File: src/rtl/lifting_pair_unit.sv
// lifting_pair_unit: multi-lane handshaked DWT predict/update lifting stage with symmetric line extension
// Ports: clk_i rising-edge clock; rst_i async active-low reset.
//   s_valid_i/s_ready_o/s_sof_i/s_eol_i/s_data_i : input pair stream, lane l = {odd, even}
//   m_valid_o/m_ready_i/m_sof_o/m_eol_o/m_data_o : output pair stream, lane l = {d, s}
module lifting_pair_unit #(
  parameter int  DataWidth = 16,
  parameter int  Point     = 10,
  parameter int  CoefWidth = 18,
  parameter real Alpha     = -1.586134342,
  parameter real Beta      = -0.052980118,
  parameter int  Lanes     = 1
) (
  input  logic                           clk_i,
  input  logic                           rst_i,
  input  logic                           s_valid_i,
  output logic                           s_ready_o,
  input  logic                           s_sof_i,
  input  logic                           s_eol_i,
  input  logic [Lanes*2*DataWidth-1:0]   s_data_i,
  output logic                           m_valid_o,
  input  logic                           m_ready_i,
  output logic                           m_sof_o,
  output logic                           m_eol_o,
  output logic [Lanes*2*DataWidth-1:0]   m_data_o
);
  localparam int PW   = CoefWidth + DataWidth + 1;
  localparam int AW   = PW + 1;
  localparam int IntA = $rtoi(Alpha * (2.0 ** Point) + (Alpha < 0.0 ? -0.5 : 0.5));
  localparam int IntB = $rtoi(Beta * (2.0 ** Point) + (Beta < 0.0 ? -0.5 : 0.5));
  localparam logic signed [CoefWidth-1:0] CoefA = CoefWidth'(IntA);
  localparam logic signed [CoefWidth-1:0] CoefB = CoefWidth'(IntB);
  typedef enum logic [1:0] {EMPTY, HOLD, FLUSH} state_t;
  state_t r_state, w_state_nx;
  logic signed [DataWidth-1:0] r_e [Lanes];
  logic signed [DataWidth-1:0] r_o [Lanes];
  logic signed [DataWidth-1:0] r_pd [Lanes];
  logic signed [DataWidth-1:0] w_d [Lanes];
  logic signed [DataWidth-1:0] w_s [Lanes];
  logic r_first, r_sof, r_mvalid, r_msof, r_meol;
  logic [Lanes*2*DataWidth-1:0] r_mdata;
  logic w_free, w_acc, w_flush_go, w_load;
  function automatic logic signed [DataWidth-1:0] sat(input logic signed [AW-1:0] v);
    return (&v[AW-1:DataWidth-1] || !(|v[AW-1:DataWidth-1])) ? v[DataWidth-1:0]
         : {v[AW-1], {(DataWidth-1){!v[AW-1]}}};
  endfunction
  assign w_free     = !r_mvalid || m_ready_i;
  assign s_ready_o  = rst_i && (r_state != FLUSH) && w_free;
  assign w_acc      = s_valid_i && s_ready_o;
  assign w_flush_go = (r_state == FLUSH) && w_free;
  assign w_load     = (w_acc && r_state == HOLD) || w_flush_go;
  assign m_valid_o  = r_mvalid;
  assign m_sof_o    = r_msof;
  assign m_eol_o    = r_meol;
  assign m_data_o   = r_mdata;
  // Result for the pending pair: next even is the incoming pair's, or the pending one mirrored at line end.
  for (genvar l = 0; l < Lanes; l++) begin : g_lane
    logic signed [DataWidth-1:0] w_enx, w_dp;
    logic signed [DataWidth:0]   w_esum, w_dsum;
    logic signed [PW-1:0]        w_pa, w_pb;
    assign w_enx  = (r_state == FLUSH) ? r_e[l] : s_data_i[l*2*DataWidth +: DataWidth];
    assign w_esum = (DataWidth+1)'(r_e[l]) + (DataWidth+1)'(w_enx);
    assign w_pa   = PW'(CoefA) * PW'(w_esum);
    assign w_d[l] = sat(AW'(w_pa >>> Point) + AW'(r_o[l]));
    assign w_dp   = r_first ? w_d[l] : r_pd[l];
    assign w_dsum = (DataWidth+1)'(w_dp) + (DataWidth+1)'(w_d[l]);
    assign w_pb   = PW'(CoefB) * PW'(w_dsum);
    assign w_s[l] = sat(AW'(w_pb >>> Point) + AW'(r_e[l]));
  end
  always_comb begin
    w_state_nx = r_state;
    if (w_acc) w_state_nx = s_eol_i ? FLUSH : HOLD;
    else if (w_flush_go) w_state_nx = EMPTY;
  end
  always_ff @(posedge clk_i or negedge rst_i) begin
    if (!rst_i) begin
      r_state  <= EMPTY;
      r_first  <= 1'b0;
      r_sof    <= 1'b0;
      r_mvalid <= 1'b0;
      r_msof   <= 1'b0;
      r_meol   <= 1'b0;
      r_mdata  <= '0;
      for (int l = 0; l < Lanes; l++) begin
        r_e[l]  <= '0;
        r_o[l]  <= '0;
        r_pd[l] <= '0;
      end
    end else begin
      r_state <= w_state_nx;
      if (w_acc) begin
        r_sof   <= s_sof_i;
        r_first <= (r_state == EMPTY);
        for (int l = 0; l < Lanes; l++) begin
          r_e[l] <= s_data_i[l*2*DataWidth +: DataWidth];
          r_o[l] <= s_data_i[l*2*DataWidth+DataWidth +: DataWidth];
        end
      end else if (w_flush_go) r_first <= 1'b0;
      if (w_load) for (int l = 0; l < Lanes; l++) r_pd[l] <= w_d[l];
      if (w_free) begin
        r_mvalid <= w_load;
        r_msof   <= w_load && r_sof;
        r_meol   <= w_flush_go;
        if (w_load) for (int l = 0; l < Lanes; l++) r_mdata[l*2*DataWidth +: 2*DataWidth] <= {w_d[l], w_s[l]};
      end
    end
  end
endmodule
File: config.mk
export PLATFORM = sky130hd
export DESIGN_NAME = lifting_pair_unit
export DESIGN_NICKNAME = d
export VERILOG_FILES = /design/src/rtl/lifting_pair_unit.sv
export SDC_FILE = /design/constraint.sdc
export NUM_CORES = 1
export LEC_CHECK = 0
export CAP_MARGIN = 10
export CORE_ASPECT_RATIO = 1.2
export CORE_MARGIN = 10
export CORE_UTILIZATION = 35
export CTS_CLUSTER_SIZE = 24
export DETAILED_ROUTE_END_ITERATION = 8
export GPL_TIMING_DRIVEN = 0
export PLACE_DENSITY_LB_ADDON = 0.3
export SLEW_MARGIN = 30
export SYNTH_ARGS = -nofsm -noshare
export SYNTH_HDL_FRONTEND = slang
export SYNTH_SLANG_ARGS = --single-unit
File: constraint.sdc
create_clock -name clk_i -period 35.1 [get_ports clk_i]
set_input_delay 7.02 -clock clk_i [delete_from_list [all_inputs] [get_ports clk_i]]
set_output_delay 7.02 -clock clk_i [all_outputs]
set_load 0.03 [all_outputs]
==> results.md, run 1 <==
- Outcome: complete, no violations
- Port bufs: between 70 and 80
- I/O pin cnt: 74
- CTS Hold Bufs: 0
- Die Area: 40900 sq um
- CP endpoint kind: flop
- Netlist Area Pre-Place: roughly 12000 sq um
- Clk_lat worst skew: 0.36 ns
- Grt ovf: 0
- TritonCTS Buffers: 9
- Final layout net count: roughly 1700
- RSZ-0062 raised after global routing: no
- Synth Register Bits: 87
- Tightest Hold Check Type: flop to flop
- Number of max-cap violations: 0
- DRC: 0
- Largest net degree at the start of global routing: 55
- Distinct cells, synth: 80
- Fin. max-slew vios: 0
- Post-DR wirelength/cell: between 15 and 20 microns
- ANT nets after route: 0
- Post-synthesis sequential area ratio: 18.7%
- Antenna violations before repair: 0
- FFs w/ async S/R, synth: 100%
- Worst Path Arrival: 25.07 ns
- Synthesized area per cell: just over 9 sq um
- Post-synthesis cell count: around 1300
- Area growth syn-to-layout: 13.9%
- Share of post-route cells with drive strength above 1: 6.48%
- H-tree levels: 3
- CP Launch Type: input pin
- Die width: about 190 microns
- CP max FO: 10
- GP Congestion: 0.889
- Net count after synthesis: 1601
- Count of final setup violators: 0
- Setup repair bufs after CTS: 0
- CP peak stage delay: roughly 0.65 ns
- GRT Resource Usage Total: between 10% and 20%
- Worst path slowest cell: or4b_2
- Relative slew slack: a little under 50%
- Max Root-Sink Buffers: 2
- Prevailing post-synth register cell: dfrtp_1
- Root buf cell: clkbuf_16
- Chip height: about 220 microns
- Vias/cell: 5.16
- # rows: 73
- DRT Pass-1 Iters: 5
- Most frequent cells in the layout: ha_1 (220), inv_1 (134), nand2_1 (114), dfrtp_1 (87), nor2_1 (75)
- CTS tree: yes
- Critical path required time: about 35 ns
- Period utilisation layout: between 70% and 80%
- Total number of yosys warnings: 0
- Clock sink total: 87
- # fillers: between 3000 and 4000
- Fmax: roughly 40 MHz
- Number of enable flip-flop cells after synthesis: 0
- Worst path most repeated cell: ha_1
- Commonest non-fill, non-tap cell in the layout: ha_1
- Core outline area: ~33000 sq um
- Via count of the first global-routing pass: just under 10000
- Fin. Hold Viols: 0
- Tmin final: between 20 and 25 ns
- Worst-Margin Slew: 0.759 ns
- Fin Setup TNS: 0 ns
- First-pass GRT wire length: a little under 50000 microns
- Starting Density: between 30% and 40%
- Worst-path clk slew: about 0.06 ns
- Hpwl dp: roughly 26000 microns
- Post_cts resized: 0
- Type of the worst setup path: input pin to flop
- Detailed-route via count: 9402
- Clk_skew: 0.0114 ns
- ANT cells: 0
- DRT Wirelength: between 20000 and 30000 microns
- Drt initial violations: approximately 460
cell families after synthesis:
logic type               Yosys count  share of synthesized area (%)
AO/OA/AOI/OAI                    282                           17.1
XOR/XNOR                          94                           7.21
adder cells (fa/ha/maj)          279                           33.8
buffers and inverters            162                           5.39
flip-flops                        87                           18.7
multiplexers                      38                           3.66
AND/OR/NAND/NOR                  342                           14.1
cell usage after synthesis, drive strengths merged, types with 3 or more instances:
cell type	number	area [sq um]
o21bai	12	90.1
a221o	8	80.1
nor4	6	37.5
o21a	13	97.6
nor3b	3	22.5
ha	220	2750
o22ai	11	82.6
or2	4	25.0
nand3	35	175
a21o	34	255
a21oi	73	369
a31oi	19	125
a2111oi	5	70.1
xnor2	71	637
nand2b	16	100
dfrtp	87	2180
nand4b	3	26.3
a211oi	10	85.1
nand4	5	31.3
a211o	7	61.3
nand3b	3	22.5
nor2	76	288
o41ai	3	63.8
nor2b	14	87.6
o21ai	46	230
and3	11	68.8
nand2	114	428
mux2	36	405
xor2	23	201
fa	59	1180
buf	12	63.8
a21boi	6	48.8
or3	9	56.3
o211ai	5	37.5
nor3	26	135
and2	9	56.3
clkbuf	14	52.6
inv	135	507
o31ai	11	92.6
metrics by stage:
step	hold WS, ns	instances	instance area [sq um]	util (%)	setup slack [ns]
after floorplan	0.445	1284	11600	-	12.80
after detailed placement	0.472	1808	13000	39.3	10.08
after CTS	0.489	1823	13200	40.2	10.39
after global routing	0.503	1823	13200	40.2	9.03
final	0.484	1823	13200	40.2	10.31
after global placement	0.464	1807	12900	39.2	10.23
sequential cells by signal, indices dropped and copies added, names as in the netlist:
signal,flops
m_valid_o,1
m_eol_o,1
r_pd,16
r_sof,1
r_o,16
m_data_o,32
r_e,16
r_state,2
m_sof_o,1
r_first,1
critical path, delay by kind of cell:
kind | cells | cell delay [ns]
XOR/XNOR | 3 | 0.82
AO/OA/AOI/OAI | 30 | 6.86
adder cells (fa/ha/maj) | 17 | 5.96
buffers and inverters | 6 | 1.31
multiplexers | 1 | 0.39
AND/OR/NAND/NOR | 13 | 2.70
area by class of cell:
| type | instances | area, sq um | area share (%) |
|---|---|---|---|
| clock buffers | 10 | 229 | 1.73 |
| flip-flops and latches | 87 | 2180 | 16.4 |
| repair buffers | 74 | 759 | 5.74 |
| well taps | 450 | 563 | 4.25 |
| plain buffers | 26 | 116 | 0.879 |
| inverters | 136 | 510 | 3.86 |
| multi-input cells | 1035 | 8830 | 66.7 |
| clock inverters | 5 | 58.8 | 0.444 |
path summary, 6_finish.rpt:
path / start / end / slack [ns] / depth (start not counted)
setup / recovery: s_data_i[0] / m_data_o[13] / 10.31 / 70
hold / removal: m_data_o[18] / m_data_o[18] / 0.48 / 1
setup reg to reg: r_state[1] / m_data_o[13] / 16.68 / 68
hold reg to reg: m_data_o[18] / m_data_o[18] / 0.48 / 1
max in group asynchronous: rst_i / m_data_o[22] / 27.94 / 2
min in group asynchronous: rst_i / r_e[15] / 6.54 / 1
metal layers:
layer  share of wire, %  GRT usage, %  up-vias
li1                   -             -     4697
met1                 42          16.9     4567
met2                 54          28.4      115
met3                2.6          1.42       23
met4                1.4          4.02        0
met5                  0             0        -
Power of run 1 is not shown: default switching activity piles up to over one toggle a cycle in this logic, so the estimate is an artifact.
==> run 2, diff against run 1 <==
Clock period 35.1 ns to 23.3 ns, I/O delays scaled along.
==> results.md, run 2 (synthesis gave the netlist of run 1 again) <==
- GR Util met2: 28.4% (unchanged)
- Antenna violations before repair: 0 (unchanged)
- Fmax: 45.4 MHz
- Fin. Hold Viols: 0 (unchanged)
- Commonest non-fill, non-tap cell in the layout: ha_1
- Fin. max-slew vios: 0 (unchanged)
- Period utilisation layout: 94.5%
- Clock sink total: 87 (unchanged)
- Clk_skew: 0.0116 ns (+0.000234 ns)
- WHS: 0.484 ns (+0.0000600 ns)
- DRC: 0 (unchanged)
- GR Util met1: 16.9% (unchanged)
- Share of post-route cells with drive strength above 1: 6.77% (+0.29 points)
- Largest net degree at the start of global routing: 55 (unchanged)
- Final worst slack: 1.28 ns (-9.03 ns)
- Area growth syn-to-layout: 14.2%
- Outcome: complete, no violations
- Chip height: 220 microns (unchanged)
- Flop-to-flop setup slack: 5.30 ns (-11.38 ns)
- CP endpoint kind: flop
- GP Congestion: 0.889 (unchanged)
- Drt initial violations: 430 (-5.9%)
- CTS Hold Bufs: 0 (unchanged)
- Worst path most repeated cell: ha_1
- GR peak layer: met2
- # fillers: 3346 (-0.12%)
- Worst-path clk slew: 0.07 ns (about the same)
- Count of final setup violators: 0 (unchanged)
- Die width: 186 microns (unchanged)
- Worst Path Arrival: 22.30 ns (-2.77 ns)
- Detailed-route via count: 9408 (+0.064%)
- CP Launch Type: input pin
- First-pass GRT wire length: 48900 microns (unchanged)
- # rows: 73 (unchanged)
- Post-route cell area: 13300 sq um (+0.24%)
- Core outline area: 33000 sq um (unchanged)
- DRT Pass-1 Iters: 7 (+2)
- Multi-input logic area: 8850 sq um (+0.23%)
- ANT nets after route: 0 (unchanged)
- Max Root-Sink Buffers: 2 (unchanged)
- Number of max-cap violations: 0 (unchanged)
- Vias/cell: 5.16 (about the same)
- DRT Wirelength: 29800 microns (+0.55%)
- CP max FO: 10 (unchanged)
- Worst path slowest cell: or4b_2
- Starting Density: 35.3% (unchanged)
- RSZ-0062 raised after global routing: no
- Relative slew slack: 49.4% (about the same)
- Grt ovf: 0 (unchanged)
- Critical path required time: 23.57 ns (-11.80 ns)
- Hpwl dp: 25600 microns (unchanged)
- Post-DR wirelength/cell: 16.3 microns (+0.49%)
- GRT Resource Usage Total: 14.7% (unchanged)
- Clk_lat worst skew: 0.36 ns (about the same)
- Worst-Margin Slew: 0.759 ns (-0.0000164 ns)
- Tightest Hold Check Type: flop to flop
- Tmin final: between 20 and 25 ns
- Final layout net count: 1687 (+0.059%)
- Met3 Use GR: 1.42% (unchanged)
- CP peak stage delay: 0.65 ns (about the same)
- Pre-CTS WS: 0.642 ns (-9.44 ns)
- ANT cells: 0 (unchanged)
- Type of the worst setup path: input pin to flop
- Fin Setup TNS: 0 ns (unchanged)
- Most frequent cells in the layout: ha_1 (220), inv_1 (134), nand2_1 (114), dfrtp_1 (87), nor2_1 (75)
- Port bufs: 73 (unchanged)
- TritonCTS Buffers: 9 (unchanged)
- Placed cell area: 13000 sq um (unchanged)
- FF/Latch Area: 2180 sq um (unchanged)
- H-tree levels: 3 (unchanged)
- CTS tree: yes
- Root buf cell: clkbuf_16
- Via count of the first global-routing pass: 9741 (unchanged)
- I/O pin cnt: 74 (unchanged)
- Max reg flops: 32 (unchanged)
- Die Area: 40900 sq um (unchanged)
==> run 2: layout make-up <==
type / instances / share of cell area (%)
sequential: 87 / 16.4
clock inverter: 5 / 0.443
timing repair buffer: 76 / 5.84
multi-input combinational: 1035 / 66.7
buffer: 25 / 0.848
inverter: 136 / 3.85
clock buffer: 10 / 1.73
tap: 450 / 4.24
==> run 2: path summary, 6_finish.rpt <==
check                             start            to  cells past startpoint
max                         s_data_i[0]   m_data_o[7]                     70
min                        m_data_o[18]  m_data_o[18]                      1
max reg2reg                  r_state[1]   m_data_o[7]                     71
min reg2reg                m_data_o[18]  m_data_o[18]                      1
max in group asynchronous         rst_i       r_pd[9]                      2
min in group asynchronous         rst_i       r_e[15]                      1
==> run 2: metal layers <==
metal | up-vias | share of wire (%) | wire length (microns)
li1 | 4691 | - | -
met1 | 4593 | 42 | 12600
met2 | 105 | 54 | 16000
met3 | 19 | 2.7 | 810
met4 | 0 | 1.3 | 399
met5 | - | 0 | 0
==> run 2: through the flow <==
stage | utilization, % | instances
3_5_place_dp | 39.3 | 1808
4_1_cts | 40.2 | 1823
5_1_grt | 40.3 | 1824
2_1_floorplan | - | 1284
6_report | 40.3 | 1824
3_3_place_gp | 39.2 | 1807
==> run 2: repair_timing <==
| item | in CTS | in global routing |
|---|---|---|
| gates resized for setup | 0 | 3 |
| buffers inserted | 0 | 2 |
| hold endpoints to repair | 0 | 0 |
| setup endpoints to repair | 0 | 15 |
==> run 2: worst max-delay path, delay by kind of cell <==
kind / cells / cell delay (ns)
buf+inv: 7 / 1.40
simple gates: 13 / 2.43
fa+ha+maj: 17 / 6.15
mux: 1 / 0.38
xor+xnor: 3 / 0.83
compound gates: 29 / 6.40
Power of run 2 is left out for the same reason.
==> run 3, diff against run 2 <==
Settings changed: CORE_ASPECT_RATIO 1.2 to 1.75.
==> results.md, run 3 (synthesis gave the netlist of run 1 again) <==
- Port bufs: 73 (unchanged)
- Clock sink total: 87 (unchanged)
- DRT Wirelength: 31400 microns (+5.3%)
- CP delay by family, top: compound AO/OA/AOI/OAI gates
- RSZ-0062 raised after global routing: no
- CP Launch Type: input pin
- Detailed-route via count: 9469 (+0.65%)
- Tmin final: 22.04 ns (+0.0228 ns)
- Hpwl dp: 27200 microns (+6.6%)
- CTS tree: yes
- GRT Resource Usage Total: 15.6% (+0.92 points)
- Core outline area: 32900 sq um (-0.16%)
- DRC: 0 (unchanged)
- Worst-path clk slew: 0.07 ns (about the same)
- Worst path slowest cell: o41ai_4
- Post-DR wirelength/cell: 17.7 microns (+8.0%)
- Worst-Margin Slew: 1.03 ns (+0.268 ns)
- Worst Path Arrival: 22.27 ns (-0.03 ns)
- Final layout net count: 1685 (-0.12%)
- Max reg flops: 32 (unchanged)
- Starting Density: 35.3% (+0.055 points)
- ANT cells: 0 (unchanged)
- Finished Layout Cells: 1778 (-2.5%)
- Number of max-cap violations: 0 (unchanged)
- I/O pin cnt: 74 (unchanged)
- CP max FO: 10 (unchanged)
- WHS: 0.476 ns (-0.00777 ns)
- Fin. Hold Viols: 0 (unchanged)
- Share of post-route cells with drive strength above 1: 6.63% (-0.14 points)
- First-pass GRT wire length: 50400 microns (+3.0%)
- Outcome: complete, no violations
- Commonest non-fill, non-tap cell in the layout: ha_1
- CP endpoint kind: flop
- Placed Cells: 1763 (-2.5%)
- Max Root-Sink Buffers: 2 (unchanged)
- Critical path required time: 23.53 ns (-0.04 ns)
- Via count of the first global-routing pass: 9927 (+1.9%)
- DRT Pass-1 Iters: 5 (-2)
- Vias/cell: 5.33 (+3.3%)
- Most frequent cells in the layout: ha_1 (220), inv_1 (134), nand2_1 (114), dfrtp_1 (87), nor2_1 (75)
- Tightest Hold Check Type: flop to flop
- Count of final setup violators: 0 (unchanged)
- Post-route cell area: 13200 sq um (-0.41%)
- Die width: 158 microns (-15%)
- # rows: 88 (+21%)
- Relative slew slack: 31.1% (-18 points)
- TritonCTS Buffers: 9 (unchanged)
- Antenna violations before repair: 0 (unchanged)
- Buf/Inv on CP: 5 (-2)
- Largest net degree at the start of global routing: 47 (-15%)
- Grt ovf: 0 (unchanged)
- Area growth syn-to-layout: 13.7%
- Die Area: 41200 sq um (+0.63%)
- Period utilisation layout: 94.6% (+0.098 points)
- CP peak stage delay: 0.60 ns (-0.05 ns)
- H-tree levels: 3 (unchanged)
- Fin. max-slew vios: 0 (unchanged)
- Chip height: 261 microns (+19%)
- Setup repair bufs after CTS: 0 (unchanged)
- Drt initial violations: 323 (-25%)
- Fin Setup TNS: 0 ns (unchanged)
- Clk_skew: 0.0122 ns (+0.000536 ns)
- Type of the worst setup path: input pin to flop
- Worst path most repeated cell: ha_1
- Root buf cell: clkbuf_16
- ANT nets after route: 0 (unchanged)
- Placed cell area: 12900 sq um (-0.48%)
- Clk_lat worst skew: 0.38 ns (+0.02 ns)
- GP Congestion: 0.870 (-2.2%)
- Fmax: 45.4 MHz (-0.10%)
-- run 3: changes by cell type in the layout (fill, tap and decap cells not counted) --
cell and delta:
buf_4 -2, clkinv_4 +2, a311oi_1 +1, a311oi_2 -1
a41oi_2 +1, a41oi_4 -1, bufinv_16 +1, clkinv_2 -1
clkinvlp_4 -1
-- run 3: what timing repair did --
action / 4_1_cts / 5_1_grt
gates resized for setup: 0 / 2
setup endpoints to repair: 0 / 13
hold buffers: 0 / 0
-- run 3: worst reg2reg max path: cells and delay by family (launching register included) --
kind | cells | cell delay, ns
AOI/OAI and AO/OA | 30 | 6.81
xor gates and xnor gates | 3 | 0.44
adders and majority gates | 17 | 6.12
buffers and inverters | 5 | 0.83
DFF | 1 | 0.41
muxes | 1 | 0.37
and+or+nand+nor | 16 | 3.18
-- run 3: routing by layer --
layer  track usage, %  wire length, microns  vias up
li1                 -                     -     4676
met1             14.7                 11200     4651
met2             31.8                 18400      103
met3             1.77                   597       39
met4             7.56                  1260        0
met5                0                     0        -
-- run 3: final cells by class --
cell class	instances	area, sq um
Buffer	25	113
Clock buffer	10	229
Clock inverter	6	93.8
Fill cell	3242	19700
Inverter	136	510
Multi-Input combinational cell	1035	8830
Sequential cell	87	2180
Tap cell	405	507
Timing Repair Buffer	74	759
-- run 3: worst paths after layout --
check | from | to | slack, ns | cells after the start
max | s_data_i[0] | m_data_o[5] | 1.26 | 71
min | r_pd[13] | r_pd[13] | 0.48 | 1
max reg2reg | r_state[1] | m_data_o[5] | 5.03 | 72
min reg2reg | r_pd[13] | r_pd[13] | 0.48 | 1
max in group asynchronous | rst_i | r_o[5] | 18.48 | 2
min in group asynchronous | rst_i | r_e[14] | 4.21 | 1
-- run 3: through the flow --
step | setup WS (ns) | util [%]
after detailed placement | 0.530 | 39.2
after global routing | 0.0959 | 40.2
final | 1.26 | 40.2
after global placement | 0.749 | 39.1
after floorplan | 3.36 | -
after CTS | 0.858 | 40.1
Power of run 3 is left out for the same reason.
